**config.mk**
```make
export PLATFORM = sky130hd
export DESIGN_NAME = uart_hid_decoder
export DESIGN_NICKNAME = d
export VERILOG_FILES = /design/src/rtl/hid_pkg.sv /design/src/rtl/uart_rx_byte.sv /design/src/rtl/uart_hid_decoder.sv
export SDC_FILE = /design/constraint.sdc
export NUM_CORES = 1
export LEC_CHECK = 0
export CAP_MARGIN = 20
export CORE_AREA = 2 2 116 118
export DETAILED_ROUTE_END_ITERATION = 16
export DIE_AREA = 0 0 118 120
export PLACE_DENSITY = 0.77
export REMOVE_ABC_BUFFERS = 1
export SLEW_MARGIN = 0
export SYNTH_ARGS = -nofsm -noshare
export SYNTH_HDL_FRONTEND = slang
export SYNTH_SLANG_ARGS = --single-unit
```
**constraint.sdc**
```tcl
create_clock -name clk -period 2.87 [get_ports clk]
set_clock_uncertainty 0.05 [all_clocks]
set_input_delay 0.574 -clock clk [delete_from_list [all_inputs] [get_ports clk]]
set_output_delay 0.574 -clock clk [all_outputs]
set_load 0.02 [all_outputs]
```
**src/rtl/hid_pkg.sv**
```systemverilog
// -----------------------------------------------------------------------------
// hid_pkg
// Shared definitions for the UART HID text decoder: HID type codes, the byte
// count each report type carries, the ASCII characters the line grammar uses,
// the parser and receiver state encodings, and small character helpers.
// No ports (package).
// -----------------------------------------------------------------------------
package hid_pkg;

    // HID type codes, identical to the USB host core's typ encoding
    localparam logic [1:0] TYP_NONE  = 2'd0;
    localparam logic [1:0] TYP_KBD   = 2'd1;
    localparam logic [1:0] TYP_MOUSE = 2'd2;
    localparam logic [1:0] TYP_GAME  = 2'd3;

    // Payload bytes per report type; the line buffer is sized for the largest
    localparam logic [2:0] KBD_BYTES   = 3'd5;
    localparam logic [2:0] MOUSE_BYTES = 3'd3;
    localparam logic [2:0] GAME_BYTES  = 3'd2;
    localparam int         MAX_BYTES   = 5;

    // ASCII characters with a meaning in the line grammar
    localparam logic [7:0] ASCII_CR = 8'h0D;
    localparam logic [7:0] ASCII_LF = 8'h0A;
    localparam logic [7:0] ASCII_SP = 8'h20;
    localparam logic [7:0] ASCII_K  = 8'h4B;
    localparam logic [7:0] ASCII_M  = 8'h4D;
    localparam logic [7:0] ASCII_G  = 8'h47;

    // Line parser states. ST_TYPE mirrors the HID printer's state list; the
    // type character is decoded directly in ST_IDLE, so the parser never rests
    // in ST_TYPE and treats it like ST_IDLE if it ever finds itself there.
    typedef enum logic [1:0] {
        ST_IDLE,
        ST_TYPE,
        ST_DATA,
        ST_SKIP
    } parse_state_t;

    // UART receiver states
    typedef enum logic [1:0] {
        RX_IDLE,
        RX_START,
        RX_DATA,
        RX_STOP
    } rx_state_t;

    function automatic logic is_term(input logic [7:0] c);
        return (c == ASCII_CR) || (c == ASCII_LF);
    endfunction

    function automatic logic is_hex(input logic [7:0] c);
        return ((c >= 8'h30) && (c <= 8'h39)) ||
               ((c >= 8'h41) && (c <= 8'h46)) ||
               ((c >= 8'h61) && (c <= 8'h66));
    endfunction

    // Letters A-F and a-f share their low nibble (1..6), so adding 9 yields 10..15
    function automatic logic [3:0] hex_val(input logic [7:0] c);
        return (c <= 8'h39) ? c[3:0] : (c[3:0] + 4'd9);
    endfunction

    // Clearing bit 5 folds lower-case letters onto upper case
    function automatic logic [1:0] decode_type(input logic [7:0] c);
        logic [7:0] up;
        up = c & 8'hDF;
        if (up == ASCII_K)      return TYP_KBD;
        else if (up == ASCII_M) return TYP_MOUSE;
        else if (up == ASCII_G) return TYP_GAME;
        else                    return TYP_NONE;
    endfunction

    function automatic logic [2:0] type_bytes(input logic [1:0] t);
        case (t)
            TYP_KBD:   return KBD_BYTES;
            TYP_MOUSE: return MOUSE_BYTES;
            TYP_GAME:  return GAME_BYTES;
            default:   return 3'd0;
        endcase
    endfunction

endpackage

```
**src/rtl/uart_rx_byte.sv**
```systemverilog
// -----------------------------------------------------------------------------
// uart_rx_byte
// 8N1 UART byte receiver: two-flop synchroniser, start-bit glitch rejection,
// mid-bit sampling of 8 data bits LSB first, stop bit check.
// Ports:
//   clk         in   clock
//   resetn      in   async active-low reset
//   uart_rx     in   serial input, idle high, asynchronous to clk
//   data        out  8  last received byte (valid while byte_valid is high)
//   byte_valid  out  1  one-cycle pulse, byte received with a good stop bit
//   frame_err   out  1  one-cycle pulse, stop bit read low
// -----------------------------------------------------------------------------
module uart_rx_byte
    import hid_pkg::*;
#(
    parameter int BIT_CYC = 104
) (
    input  logic       clk,
    input  logic       resetn,
    input  logic       uart_rx,
    output logic [7:0] data,
    output logic       byte_valid,
    output logic       frame_err
);

    localparam int CW   = $clog2(BIT_CYC + 1);
    localparam int HALF = BIT_CYC / 2;

    logic [1:0]      r_sync;
    logic            r_rxPrev;
    rx_state_t       r_state;
    logic [CW-1:0]   r_cnt;
    logic [2:0]      r_bitIdx;
    logic [7:0]      r_shift;
    logic            w_rx;
    logic            w_fall;

    // Bring the asynchronous line into the clock domain and keep one more
    // delayed copy for falling-edge detection. Reset to the idle level so
    // release from reset does not look like a start bit.
    always_ff @(posedge clk or negedge resetn) begin
        if (!resetn) begin
            r_sync   <= 2'b11;
            r_rxPrev <= 1'b1;
        end else begin
            r_sync   <= {r_sync[0], uart_rx};
            r_rxPrev <= r_sync[1];
        end
    end

    assign w_rx   = r_sync[1];
    assign w_fall = r_rxPrev & ~w_rx;

    // Bit timer and shifter. The start bit is re-checked half a bit after the
    // edge; every later sample is a full bit period after the previous one,
    // which lands each sample near the middle of its bit.
    always_ff @(posedge clk or negedge resetn) begin
        if (!resetn) begin
            r_state    <= RX_IDLE;
            r_cnt      <= '0;
            r_bitIdx   <= '0;
            r_shift    <= '0;
            data       <= '0;
            byte_valid <= 1'b0;
            frame_err  <= 1'b0;
        end else begin
            byte_valid <= 1'b0;
            frame_err  <= 1'b0;
            case (r_state)
                RX_IDLE: begin
                    if (w_fall) begin
                        r_cnt   <= CW'(HALF - 1);
                        r_state <= RX_START;
                    end
                end
                RX_START: begin
                    if (r_cnt != '0) begin
                        r_cnt <= r_cnt - 1'b1;
                    end else if (w_rx) begin
                        r_state <= RX_IDLE;
                    end else begin
                        r_cnt    <= CW'(BIT_CYC - 1);
                        r_bitIdx <= '0;
                        r_state  <= RX_DATA;
                    end
                end
                RX_DATA: begin
                    if (r_cnt != '0) begin
                        r_cnt <= r_cnt - 1'b1;
                    end else begin
                        r_shift  <= {w_rx, r_shift[7:1]};
                        r_cnt    <= CW'(BIT_CYC - 1);
                        r_bitIdx <= r_bitIdx + 1'b1;
                        if (r_bitIdx == 3'd7) begin
                            r_state <= RX_STOP;
                        end
                    end
                end
                RX_STOP: begin
                    if (r_cnt != '0) begin
                        r_cnt <= r_cnt - 1'b1;
                    end else begin
                        if (w_rx) begin
                            data       <= r_shift;
                            byte_valid <= 1'b1;
                        end else begin
                            frame_err  <= 1'b1;
                        end
                        r_state <= RX_IDLE;
                    end
                end
                default: r_state <= RX_IDLE;
            endcase
        end
    end

endmodule

```
**src/rtl/uart_hid_decoder.sv**
```systemverilog
// -----------------------------------------------------------------------------
// uart_hid_decoder
// Parses HID report text lines ("<K|M|G> hex bytes <CR|LF>") arriving on a
// UART pin and drives the same HID output bundle as the USB host core.
// Build option: define LINE_TIMEOUT_EN to drop a partial line after
// TIMEOUT_CYC idle cycles; undefined, a partial line waits for its terminator.
// Ports:
//   clk, resetn               clock and async active-low reset
//   uart_rx                   serial input, 8N1, idle high
//   typ                       type of the last committed line
//   report                    one-cycle pulse on commit
//   err                       one-cycle pulse when a line is discarded
//   key_modifiers, key1..key4 keyboard fields
//   mouse_btn, mouse_dx/dy    mouse fields (dx/dy signed)
//   game_l .. game_sta        gamepad buttons
// -----------------------------------------------------------------------------
module uart_hid_decoder
    import hid_pkg::*;
#(
    parameter int CLK_FREQ    = 12_000_000,
    parameter int BAUD        = 115200,
    parameter int TIMEOUT_CYC = 1_200_000
) (
    input  logic              clk,
    input  logic              resetn,
    input  logic              uart_rx,
    output logic [1:0]        typ,
    output logic              report,
    output logic              err,
    output logic [7:0]        key_modifiers,
    output logic [7:0]        key1,
    output logic [7:0]        key2,
    output logic [7:0]        key3,
    output logic [7:0]        key4,
    output logic [7:0]        mouse_btn,
    output logic signed [7:0] mouse_dx,
    output logic signed [7:0] mouse_dy,
    output logic              game_l,
    output logic              game_r,
    output logic              game_u,
    output logic              game_d,
    output logic              game_a,
    output logic              game_b,
    output logic              game_x,
    output logic              game_y,
    output logic              game_sel,
    output logic              game_sta
);

    localparam int BIT_CYC = (CLK_FREQ + BAUD / 2) / BAUD;

    logic [7:0]   w_data;
    logic         w_byteValid;
    logic         w_frameErr;
    logic         w_timeout;

    parse_state_t r_state;
    logic [1:0]   r_lineTyp;
    logic [2:0]   r_byteCnt;
    logic         r_haveHi;
    logic [3:0]   r_hiNib;
    logic [7:0]   r_buf [MAX_BYTES];

    uart_rx_byte #(
        .BIT_CYC (BIT_CYC)
    ) u_rx (
        .clk        (clk),
        .resetn     (resetn),
        .uart_rx    (uart_rx),
        .data       (w_data),
        .byte_valid (w_byteValid),
        .frame_err  (w_frameErr)
    );

`ifdef LINE_TIMEOUT_EN
    localparam int TW = $clog2(TIMEOUT_CYC + 1);

    logic [TW-1:0] r_toCnt;

    // Idle-line counter: restarts on every received byte and sits at zero
    // outside a line, then saturates so the timeout fires once per line.
    always_ff @(posedge clk or negedge resetn) begin
        if (!resetn) begin
            r_toCnt <= '0;
        end else if (w_byteValid || (r_state == ST_IDLE)) begin
            r_toCnt <= '0;
        end else if (r_toCnt != TW'(TIMEOUT_CYC)) begin
            r_toCnt <= r_toCnt + 1'b1;
        end
    end

    assign w_timeout = (r_toCnt == TW'(TIMEOUT_CYC));
`else
    // No idle counter in this build; the comparison is constant false
    assign w_timeout = (TIMEOUT_CYC < 0);
`endif

    // Line parser and output registers. Received bytes take priority over the
    // timeout; report and err are set in mutually exclusive branches so they
    // can never pulse together. Commit happens on the terminator's byte, so
    // the new fields and report appear in the following cycle.
    always_ff @(posedge clk or negedge resetn) begin
        if (!resetn) begin
            r_state       <= ST_IDLE;
            r_lineTyp     <= TYP_NONE;
            r_byteCnt     <= '0;
            r_haveHi      <= 1'b0;
            r_hiNib       <= '0;
            for (int i = 0; i < MAX_BYTES; i++) begin
                r_buf[i] <= '0;
            end
            typ           <= TYP_NONE;
            report        <= 1'b0;
            err           <= 1'b0;
            key_modifiers <= '0;
            key1          <= '0;
            key2          <= '0;
            key3          <= '0;
            key4          <= '0;
            mouse_btn     <= '0;
            mouse_dx      <= '0;
            mouse_dy      <= '0;
            game_l        <= 1'b0;
            game_r        <= 1'b0;
            game_u        <= 1'b0;
            game_d        <= 1'b0;
            game_a        <= 1'b0;
            game_b        <= 1'b0;
            game_x        <= 1'b0;
            game_y        <= 1'b0;
            game_sel      <= 1'b0;
            game_sta      <= 1'b0;
        end else begin
            report <= 1'b0;
            err    <= 1'b0;
            if (w_frameErr) begin
                // A line already being skipped has been reported once
                if (r_state != ST_SKIP) begin
                    err <= 1'b1;
                end
                r_state <= ST_SKIP;
            end else if (w_byteValid) begin
                case (r_state)
                    ST_DATA: begin
                        if (w_data == ASCII_SP) begin
                            r_state <= ST_DATA;
                        end else if (is_hex(w_data)) begin
                            if (!r_haveHi) begin
                                if (r_byteCnt == 3'(MAX_BYTES)) begin
                                    err     <= 1'b1;
                                    r_state <= ST_SKIP;
                                end else begin
                                    r_hiNib  <= hex_val(w_data);
                                    r_haveHi <= 1'b1;
                                end
                            end else begin
                                r_buf[r_byteCnt] <= {r_hiNib, hex_val(w_data)};
                                r_byteCnt        <= r_byteCnt + 1'b1;
                                r_haveHi         <= 1'b0;
                            end
                        end else if (is_term(w_data)) begin
                            if (!r_haveHi && (r_byteCnt == type_bytes(r_lineTyp))) begin
                                typ    <= r_lineTyp;
                                report <= 1'b1;
                                case (r_lineTyp)
                                    TYP_KBD: begin
                                        key_modifiers <= r_buf[0];
                                        key1          <= r_buf[1];
                                        key2          <= r_buf[2];
                                        key3          <= r_buf[3];
                                        key4          <= r_buf[4];
                                    end
                                    TYP_MOUSE: begin
                                        mouse_btn <= r_buf[0];
                                        mouse_dx  <= signed'(r_buf[1]);
                                        mouse_dy  <= signed'(r_buf[2]);
                                    end
                                    TYP_GAME: begin
                                        game_l   <= r_buf[0][0];
                                        game_r   <= r_buf[0][1];
                                        game_u   <= r_buf[0][2];
                                        game_d   <= r_buf[0][3];
                                        game_a   <= r_buf[0][4];
                                        game_b   <= r_buf[0][5];
                                        game_x   <= r_buf[0][6];
                                        game_y   <= r_buf[0][7];
                                        game_sel <= r_buf[1][0];
                                        game_sta <= r_buf[1][1];
                                    end
                                    default: ;
                                endcase
                            end else begin
                                err <= 1'b1;
                            end
                            r_state <= ST_IDLE;
                        end else begin
                            err     <= 1'b1;
                            r_state <= ST_SKIP;
                        end
                    end
                    ST_SKIP: begin
                        if (is_term(w_data)) begin
                            r_state <= ST_IDLE;
                        end
                    end
                    default: begin
                        // ST_IDLE (and the transient ST_TYPE encoding)
                        if (is_term(w_data) || (w_data == ASCII_SP)) begin
                            r_state <= ST_IDLE;
                        end else if (decode_type(w_data) != TYP_NONE) begin
                            r_lineTyp <= decode_type(w_data);
                            r_byteCnt <= '0;
                            r_haveHi  <= 1'b0;
                            r_state   <= ST_DATA;
                        end else begin
                            err     <= 1'b1;
                            r_state <= ST_SKIP;
                        end
                    end
                endcase
            end else if (w_timeout) begin
                if (r_state == ST_DATA) begin
                    err <= 1'b1;
                end
                r_state <= ST_IDLE;
            end
        end
    end

endmodule

```
==> flow_summary_export.csv, run 1 <==
group,metric,value,unit
clock_network,cts_buffers,17,
cells_and_area,area_delta_synth_final,23.72,%
floorplan,rows,42,
min_path,hold_path_class,"in -> async",
clock_network,htree_levels,4,
setup_path,cp_top_family,"simple AND/OR/NAND/NOR gates",
yosys,ys_top_cells_by_count,"dfrtp_1 (160), mux2_2 (111), mux2_4 (24)",
global_route,grt-ovfl-total,0,
setup_path,crit_slowest_cell,"dfrtp_1",
yosys,synth_area,7142,sq um
global_route,grt_max_degree,73,
floorplan,core-area,12980,sq um
setup_path,end_kind,"flip-flop",
sta,finalSetupViolCount,0,
clock_network,cts_tree,"done",
yosys,ys_types,66,
yosys,ys_seq_area_share,57.17,%
cells_and_area,stdcell_count,790,
placement,numPortBuffers,80,
setup_path,crit_buf_inv,3,
power_and_ir_drop,netSwitchingFraction,25.85,%
global_route,grt_usage,21.31,%
power_and_ir_drop,p_sw,1424,uW
power_and_ir_drop,powerDensity,623.6,nW/um^2
cells_and_area,antennaDiodeCount,0,
floorplan,start_util,55.02,%
yosys,synth-edff-count,0,
clock_network,clock_latency,0.42,ns
setup_path,critPathKind,"reg -> reg",
placement,dpl.hpwl,9.745,mm
power_and_ir_drop,leakagePower,0.004308,uW
yosys,synth.most_common_cell,"dfrtp_1",
placement,placed_cells,756,
global_route,grt_first_pass_wirelength,23.70,mm
yosys,synth_top_cell_by_area,"dfrtp_1",
route,drc_errors,0,
yosys,synth_cells,502,
clock_network,path_clk_slew,0.07,ns
cells_and_area,layout.nets,622,
cells_and_area,fillers,946,
global_route,first_global_vias,4611,
yosys,syn_avg_cell_area,14.23,sq um
floorplan,die-area,14160,sq um
cells_and_area,multi_input_comb_area,2913,sq um
cells_and_area,drive_gt1_share,33.22,%
floorplan,dieWidth,118,um
floorplan,die_h,120,um
setup_path,start_kind,"flip-flop",
sta,fmax,383.7,MHz
yosys,synth.ff_latch_count,163,
power_and_ir_drop,peakVddDrop,418.6,uV
power_and_ir_drop,power_frac_comb,12.8,%
yosys,ys_warn_count,0,
power_and_ir_drop,intPower,4086,uW
clock_network,cts_sinks,163,
placement,globalplace.congestion,0.8465,
yosys,async_flop_share,100.0,%
sta,rsz0062_at_grt,"false",
clock_network,root_buffer,"clkbuf_16",
power_and_ir_drop,p_clk_share,42.6,%
route,firstDrtPassIters,4,
setup_path,critPathMaxStageDelay,0.43,ns
route,vias_per_cell,5.542,
setup_path,worstPathArrival,2.85,ns
placement,dp_slack,0.1319,ns
sta,slew_violations,0,
sta,fin_crit_sh,90.81,%
route,via_count,4378,
clock_network,max-clock-path-buffers,2,
route,finalWirelength,13.96,mm
setup_path,path_cells,"inv_1, ha_1, mux2_2, nand3_1, nor4b_4, buf_4, nand2_2, buf_4, mux2_1",
route,wl_per_cell,17.67,um
yosys,synthTopCellsByArea,"dfrtp_1 (56%), mux2_2 (18%), mux2_4 (5.0%)",
cells_and_area,seq_area,4083,sq um
global_route,antenna_found_initial,0,
yosys,yosysTopAreaCellShare,56.06,%
sta,worst_slew_pin_slew,0.6498,ns
power_and_ir_drop,power_frac_seq,44.6,%
route,drt_iter0_drc,252,
setup_path,required,3.12,ns
yosys,synth_flop_cell,"dfrtp_1",
sta,hold_viol_final,0,
outcome,outcome,"finished clean",
floorplan,io_pins,81,
sta,layout_setup_ws,0.2636,ns
setup_path,crit_top_cell,"buf_4",
setup_path,crit_fanout,24,
sta,period_minus_slack,2.606,ns
sta,max_slew_margin,56.68,%
route,drtAntennaViolNets,0,
run,maxCapViolCount,0,
state kept, by name, indices dropped and copies added, names as in the netlist, 2 cells and up, named ones only:
signal         count
mouse_dx           8
u_rx.r_bitIdx      3
u_rx.r_cnt         7
mouse_dy           8
r_byteCnt          3
mouse_btn          8
u_rx.r_shift       8
u_rx.data          8
r_lineTyp          2
u_rx.r_sync        2
r_hiNib            4
key1               8
typ                2
r_buf             40
r_state            2
key2               8
key4               8
key3               8
key_modifiers      8
kinds of logic (layout without fill, tap and decap cells):
logic type | Yosys count | in the layout | synth area share, %
AOI/OAI and AO/OA | 56 | 56 | 6.150
xor gates and xnor gates | 8 | 8 | 0.9811
adders and majority gates | 18 | 18 | 3.154
buffers and inverters | 33 | 145 | 2.190
DFF | 163 | 163 | 57.17
muxes | 144 | 144 | 23.90
and+or+nand+nor | 80 | 80 | 6.465
through the flow:
stage                     instance area (sq um)  power [uW]  util, %  setup TNS (ns)  hold WS, ns
after detailed placement                   8192        3190    63.11               0       0.2968
after floorplan                            7049        2981        -          -2.868       0.2284
after global placement                     8192        3152    63.11               0       0.2966
final                                      8836        5510    68.07               0       0.1151
after global routing                       8836        5761    68.07               0       0.1572
after CTS                                  8813        5548    67.90               0       0.1309
power groups by stage:
stage	combinational (uW)	sequential (uW)	clock, uW
3_5_place_dp	693	2500	0
6_report	704	2460	2350
3_3_place_gp	660	2490	0
5_1_grt	790	2470	2500
4_1_cts	700	2460	2390
2_1_floorplan	503	2480	0
worst paths after layout:
path,from,endpoint,slack [ns],cells past startpoint
worst max register to register,u_rx.data[1],mouse_btn[5],0.26,9
worst min-delay path,resetn,key1[2],0.12,1
min in group clk,u_rx.r_sync[0],u_rx.r_sync[1],0.31,0
worst max-delay path,u_rx.data[1],mouse_btn[5],0.26,9
worst min register to register,u_rx.r_sync[0],u_rx.r_sync[1],0.31,0
max in group asynchronous,resetn,key4[2],1.85,2
routing by layer:
layer | routed length (um) | global-route usage, % | vias to the layer above
met1 | 6045 | 26.81 | 2260
met3 | 401 | 4.278 | 20
met2 | 7239 | 36.95 | 88
met4 | 270 | 7.380 | 0
met5 | 0 | 0 | -
li1 | - | - | 2010
layout make-up:
type / count / share of cell area, %
inverters: 17 / 0.7222
flip-flops and latches: 163 / 46.21
well taps: 176 / 2.492
clock buffers: 19 / 5.126
multi-input cells: 306 / 32.97
clock inverters: 13 / 1.912
repair buffers: 96 / 10.58
layout by cell type (no fill, tap or decap), drive strengths merged, types with 3 or more instances in the layout:
| cell | count |
|---|---|
| dfrtp | 160 |
| mux2 | 140 |
| clkdlybuf4s50 | 79 |
| nand2 | 24 |
| inv | 22 |
| clkbuf | 19 |
| ha | 18 |
| buf | 17 |
| nor2 | 13 |
| a21oi | 13 |
| nand3 | 9 |
| a22o | 7 |
| xnor2 | 6 |
| nand2b | 5 |
| nor3 | 4 |
| mux2i | 4 |
| o21ai | 4 |
| and3 | 3 |
| o21bai | 3 |
| clkinvlp | 3 |
| bufinv | 3 |
| dfstp | 3 |
| nor3b | 3 |
| nor4 | 3 |
what timing repair did:
action | 4_1_cts | 5_1_grt
setup buffers | 0 | 2
hold buffers | 0 | 0
hold endpoints to repair | 0 | 0
setup endpoints to repair | 0 | 14
gates resized for setup | 0 | 2
(Power assumes the default switching activity.)
==> run 2: changes to the inputs <==
--- a/config.mk
+++ b/config.mk
@@ -9,9 +9,9 @@
 export CORE_AREA = 2 2 116 118
 export DETAILED_ROUTE_END_ITERATION = 16
 export DIE_AREA = 0 0 118 120
+export MAX_ROUTING_LAYER = met4
 export PLACE_DENSITY = 0.77
 export REMOVE_ABC_BUFFERS = 1
-export SLEW_MARGIN = 0
 export SYNTH_ARGS = -nofsm -noshare
 export SYNTH_HDL_FRONTEND = slang
 export SYNTH_SLANG_ARGS = --single-unit
==> flow_summary_export.csv, run 2 (synthesis gave the netlist of run 1 again) <==
group,metric,value,unit
setup_path,end_kind,"flip-flop",
cells_and_area,final_cell_mix,"dfrtp_1 (160), mux2_2 (111), clkdlybuf4s50_1 (79)",
route,wl_met1,6.278,mm
clock_network,cts_tree,"done",
power_and_ir_drop,powerDensity,608.8,nW/um^2
setup_path,crit_fanout,8,
cells_and_area,final_area,8781,sq um
clock_network,max-clock-path-buffers,2,
clock_network,cts_hold_buf,0,
floorplan,core-area,12980,sq um
cells_and_area,final_common_cell,"dfrtp_1",
floorplan,rows,42,
sta,finalSetupViolCount,0,
placement,globalplace.congestion,0.8743,
sta,timing.hold.ws,0.07709,ns
cells_and_area,largest_reg_flops,40,
outcome,outcome,"finished clean",
clock_network,path_clk_slew,0.06,ns
cells_and_area,fin_util,67.65,%
sta,hold_viol_final,0,
setup_path,required,3.12,ns
clock_network,clock_latency,0.43,ns
placement,placed_area,8192,sq um
cells_and_area,regMostFlops,"r_buf",
sta,slew_violations,0,
sta,period_minus_slack,2.625,ns
power_and_ir_drop,fin_total_pwr,5346,uW
route,wl_met3,333,um
floorplan,dieWidth,118,um
route,drt_iter0_drc,269,
route,via_count,4296,
power_and_ir_drop,leakagePower,0.004283,uW
sta,fin_crit_sh,91.47,%
setup_path,start_kind,"flip-flop",
sta,max_slew_margin,56.14,%
floorplan,die_h,120,um
route,wl_met2,7.306,mm
floorplan,start_util,55.02,%
global_route,grt_usage,21.87,%
cells_and_area,layout.nets,621,
run,maxCapViolCount,0,
route,vias_per_cell,5.445,
cells_and_area,area_delta_synth_final,22.95,%
global_route,grt_first_pass_wirelength,23.49,mm
global_route,grt-ovfl-total,0,
placement,numPortBuffers,80,
cells_and_area,drive_gt1_share,32.95,%
placement,dpl.hpwl,9.657,mm
setup_path,critPathKind,"reg -> reg",
route,firstDrtPassIters,5,
floorplan,die-area,14160,sq um
cells_and_area,antennaDiodeCount,0,
clock_network,root_buffer,"clkbuf_16",
global_route,first_global_vias,4551,
clock_network,htree_levels,4,
sta,fmax,380.9,MHz
route,drc_errors,0,
clock_network,cts_buffers,17,
min_path,hold_path_class,"in -> async",
sta,rsz0062_at_grt,"false",
route,wl_per_cell,17.84,um
floorplan,io_pins,81,
route,finalWirelength,14.08,mm
sta,tns,0,ns
clock_network,cts_sinks,163,
global_route,grt_max_degree,65,
route,drtAntennaViolNets,0,
route,top_layer_used,"met4",
sta,worst_slew_pin_slew,0.6413,ns
power_and_ir_drop,peakVddDrop,495.1,uV
setup_path,worstPathArrival,2.88,ns
global_route,antenna_found_initial,0,
## run 2: cell count changes in the layout (fill, tap and decap cells not counted), sizes merged
cell	before	now
bufinv	3	1
clkinv	2	4
buf	17	16
clkbuf	19	20
clkinvlp	3	2
## run 2: layout make-up
class	count	area (sq um)
Tap cell	176	220.2
Sequential cell	163	4083
Clock buffer	20	456.7
Clock inverter	12	118.9
Multi-Input combinational cell	306	2912
Inverter	17	63.81
Timing Repair Buffer	95	927.1
Fill cell	911	4199
## run 2: per-stage QoR
| stage | setup WS (ns) | std cells |
|---|---|---|
| global placement | 0.1281 | 756 |
| floorplan | -0.1108 | 486 |
| finish | 0.2449 | 789 |
| detailed placement | 0.06186 | 756 |
| CTS | 0.03128 | 788 |
| global route | 0.08227 | 789 |
## run 2: repair_timing
action / in CTS / in global routing
setup endpoints to repair: 0 / 13
hold endpoints to repair: 0 / 0
buffers inserted: 0 / 1
resized for setup: 0 / 2
## run 2: metal layers
| metal | vias up | track usage (%) |
|---|---|---|
| li1 | 2008 | - |
| met1 | 2193 | 26.78 |
| met2 | 79 | 36.74 |
| met3 | 16 | 5.086 |
| met4 | 0 | 6.175 |
| met5 | - | - |
## run 2: power by group
group          total [uW]  switching, uW  leakage, uW  internal (uW)
Sequential           2460           74.4      0.00225           2380
Clock                2190            931     0.000280           1260
Combinational         703            426      0.00175            276
Total                5350           1430      0.00428           3910
## run 2: worst paths after layout
check / start / cells after the start / slack (ns) / endpoint
worst min-delay path: resetn / 1 / 0.08 / game_d
max in group asynchronous: resetn / 2 / 1.89 / u_rx.r_sync[1]
worst min register to register: u_rx.r_sync[0] / 0 / 0.31 / u_rx.r_sync[1]
worst max register to register: u_rx.data[4] / 6 / 0.24 / r_buf[11]
min in group clk: u_rx.r_sync[0] / 0 / 0.31 / u_rx.r_sync[1]
worst max-delay path: u_rx.data[4] / 6 / 0.24 / r_buf[11]
## run 2: critical path, cell delays in order, from the launching register on
cell      delay (ns)
dfrtp_1         0.43
or3b_1          0.44
or4_4           0.55
a211oi_4        0.29
and4_1          0.23
buf_4           0.20
mux2_4          0.32
==> run 3: changes to the inputs <==
--- a/config.mk
+++ b/config.mk
@@ -6,12 +6,13 @@
 export NUM_CORES = 1
 export LEC_CHECK = 0
 export CAP_MARGIN = 20
-export CORE_AREA = 2 2 116 118
+export CORE_AREA = 2 2 117 119
 export DETAILED_ROUTE_END_ITERATION = 16
-export DIE_AREA = 0 0 118 120
+export DIE_AREA = 0 0 119 121
 export MAX_ROUTING_LAYER = met4
-export PLACE_DENSITY = 0.77
+export PLACE_DENSITY = 0.76
 export REMOVE_ABC_BUFFERS = 1
 export SYNTH_ARGS = -nofsm -noshare
 export SYNTH_HDL_FRONTEND = slang
+export SYNTH_HIERARCHICAL = 1
 export SYNTH_SLANG_ARGS = --single-unit
==> flow_summary_export.csv, run 3 <==
group,metric,value,unit
outcome,outcome,"finished clean",
placement,placed_area,8295,sq um
sta,fin_crit_sh,97.16,%
clock_network,clock_latency,0.42,ns
setup_path,end_kind,"flip-flop",
setup_path,start_kind,"flip-flop",
sta,timing.hold.ws,0.02024,ns
sta,slew_violations,0,
yosys,synth.ff_latch_count,163,
clock_network,post-cts-setup-buffers,0,
floorplan,die_h,121,um
clock_network,cts_hold_buf,0,
yosys,yosysTopAreaCellShare,55.78,%
clock_network,max-clock-path-buffers,2,
yosys,syn_avg_cell_area,13.72,sq um
floorplan,dieWidth,119,um
global_route,antenna_found_initial,0,
clock_network,path_clk_slew,0.06,ns
cells_and_area,final_area,8925,sq um
sta,layout_setup_ws,0.08154,ns
global_route,grt-ovfl-total,0,
global_route,first_global_vias,4686,
power_and_ir_drop,peakVddDrop,603.0,uV
setup_path,required,3.12,ns
route,drt_iter0_drc,245,
yosys,ys_warn_count,6,
global_route,grt_max_degree,47,
yosys,ys_top_cells_by_count,"dfrtp_1 (160), mux2_2 (139), inv_1 (23)",
setup_path,critPathKind,"reg -> reg",
route,firstDrtPassIters,4,
clock_network,htree_levels,4,
global_route,grt_first_pass_wirelength,23.88,mm
yosys,synth_area,7178,sq um
setup_path,cp_top_family,"compound AO/OA/AOI/OAI gates",
setup_path,critPathMaxStageDelay,0.52,ns
route,via_count,4584,
cells_and_area,layout.nets,650,
clock_network,root_buffer,"clkbuf_16",
floorplan,core-area,13090,sq um
route,drtAntennaViolNets,0,
sta,worst_slew_pin_slew,0.7837,ns
sta,max_slew_margin,47.27,%
route,finalWirelength,14.26,mm
floorplan,rows,42,
floorplan,die-area,14400,sq um
setup_path,crit_fanout,11,
clock_network,cts_resized,0,
placement,numPortBuffers,80,
run,maxCapViolCount,0,
cells_and_area,fillers,911,
placement,globalplace.congestion,0.9394,
floorplan,start_util,54.86,%
setup_path,crit_slowest_cell,"or4_4",
yosys,synth.most_common_cell,"dfrtp_1",
route,wl_per_cell,17.46,um
global_route,grt_usage,21.78,%
clock_network,cts_sinks,163,
setup_path,worstPathArrival,3.04,ns
cells_and_area,final_cell_mix,"dfrtp_1 (160), mux2_2 (139), clkdlybuf4s50_1 (79)",
yosys,ys_types,65,
yosys,synth-edff-count,0,
floorplan,io_pins,81,
route,vias_per_cell,5.611,
placement,dp_slack,0.05764,ns
cells_and_area,largest_reg_flops,40,
cells_and_area,final_common_cell,"dfrtp_1",
yosys,async_flop_share,100.0,%
placement,dpl.hpwl,10.18,mm
yosys,synth_cells,523,
sta,hold_viol_final,0,
min_path,hold_path_class,"in -> async",
yosys,synth_flop_cell,"dfrtp_1",
sta,period_minus_slack,2.788,ns
setup_path,path_cells,"buf_4, or4_4, o311a_1, a221oi_4, buf_6, nor4_4, buf_4, mux2_2",
yosys,synth_top_cell_by_area,"dfrtp_1",
clock_network,cts_tree,"done",
yosys,synthTopCellsByArea,"dfrtp_1 (56%), mux2_2 (22%), ha_1 (3.3%)",
cells_and_area,drive_gt1_share,33.70,%
clock_network,cts_buffers,17,
cells_and_area,antennaDiodeCount,0,
setup_path,crit_buf_inv,3,
yosys,ys_seq_area_share,56.88,%
route,drc_errors,0,
power_and_ir_drop,powerDensity,614.7,nW/um^2
sta,rsz0062_at_grt,"true",
sta,finalSetupViolCount,0,
setup_path,crit_top_cell,"buf_4",
cells_and_area,regMostFlops,"r_buf",
cells_and_area,area_delta_synth_final,24.33,%
sta,fmax,358.6,MHz
power_and_ir_drop,leakagePower,0.004366,uW
==> run 3: worst paths after layout <==
check | from | to | slack [ns] | depth (start not counted)
worst max-delay path | u_rx/data[3] | r_buf[36] | 0.08 | 8
worst min-delay path | resetn | game_u | 0.02 | 1
worst max register to register | u_rx/data[3] | r_buf[36] | 0.08 | 8
worst min register to register | u_rx/r_sync[0] | u_rx/r_sync[1] | 0.31 | 0
max in group asynchronous | resetn | key4[5] | 2.04 | 2
min in group clk | u_rx/r_sync[0] | u_rx/r_sync[1] | 0.31 | 0
==> run 3: layout make-up <==
cell class / count / area, sq um / area share [%]
Clock buffer: 21 / 480.5 / 5.383
Sequential cell: 163 / 4083 / 45.75
Inverter: 23 / 86.33 / 0.9673
Clock inverter: 11 / 123.9 / 1.388
Multi-Input combinational cell: 320 / 2928 / 32.81
Tap cell: 176 / 220.2 / 2.467
Timing Repair Buffer: 103 / 1003 / 11.24
==> run 3: metal layers <==
metal | global-route usage (%) | up-vias | share of wire [%]
li1 | - | 2122 | -
met1 | 27.67 | 2341 | 46
met2 | 35.20 | 102 | 49
met3 | 4.605 | 19 | 3.7
met4 | 7.292 | 0 | 1.5
met5 | - | - | 0
==> run 3: through the flow <==
step / total power [uW] / setup TNS, ns / utilization, % / std cells
final: 5486 / 0 / 68.21 / 817
after global routing: 5744 / -0.05911 / 68.21 / 817
after CTS: 5519 / 0 / 68.01 / 817
after detailed placement: 3244 / 0 / 63.40 / 785
after global placement: 3221 / 0 / 63.40 / 785
after floorplan: 3039 / -2.827 / - / 506
==> run 3: kinds of logic (layout without fill, tap and decap cells) <==
group,count (synthesis),count (layout),share of synthesized area [%]
AOI/OAI and AO/OA,69,69,7.025
xor gates and xnor gates,7,7,0.8541
adders and majority gates,19,19,3.312
buffers and inverters,40,158,2.667
DFF,163,163,56.88
muxes,140,140,21.95
and+or+nand+nor,85,85,7.321
==> run 3: report_power, final <==
| part | switching, uW | total [uW] | leakage (uW) | internal (uW) |
|---|---|---|---|---|
| Sequential | 80.8 | 2460 | 0.00225 | 2380 |
| Combinational | 466 | 747 | 0.00182 | 281 |
| Clock | 901 | 2280 | 0.000292 | 1370 |
| Total | 1450 | 5490 | 0.00437 | 4040 |
==> run 3: worst register-to-register path, delay by kind of cell (launching register included) <==
kind | cells | cell delay, ns
simple gates | 2 | 0.57
mux | 1 | 0.29
compound gates | 2 | 0.82
flops | 1 | 0.38
buf+inv | 3 | 0.58
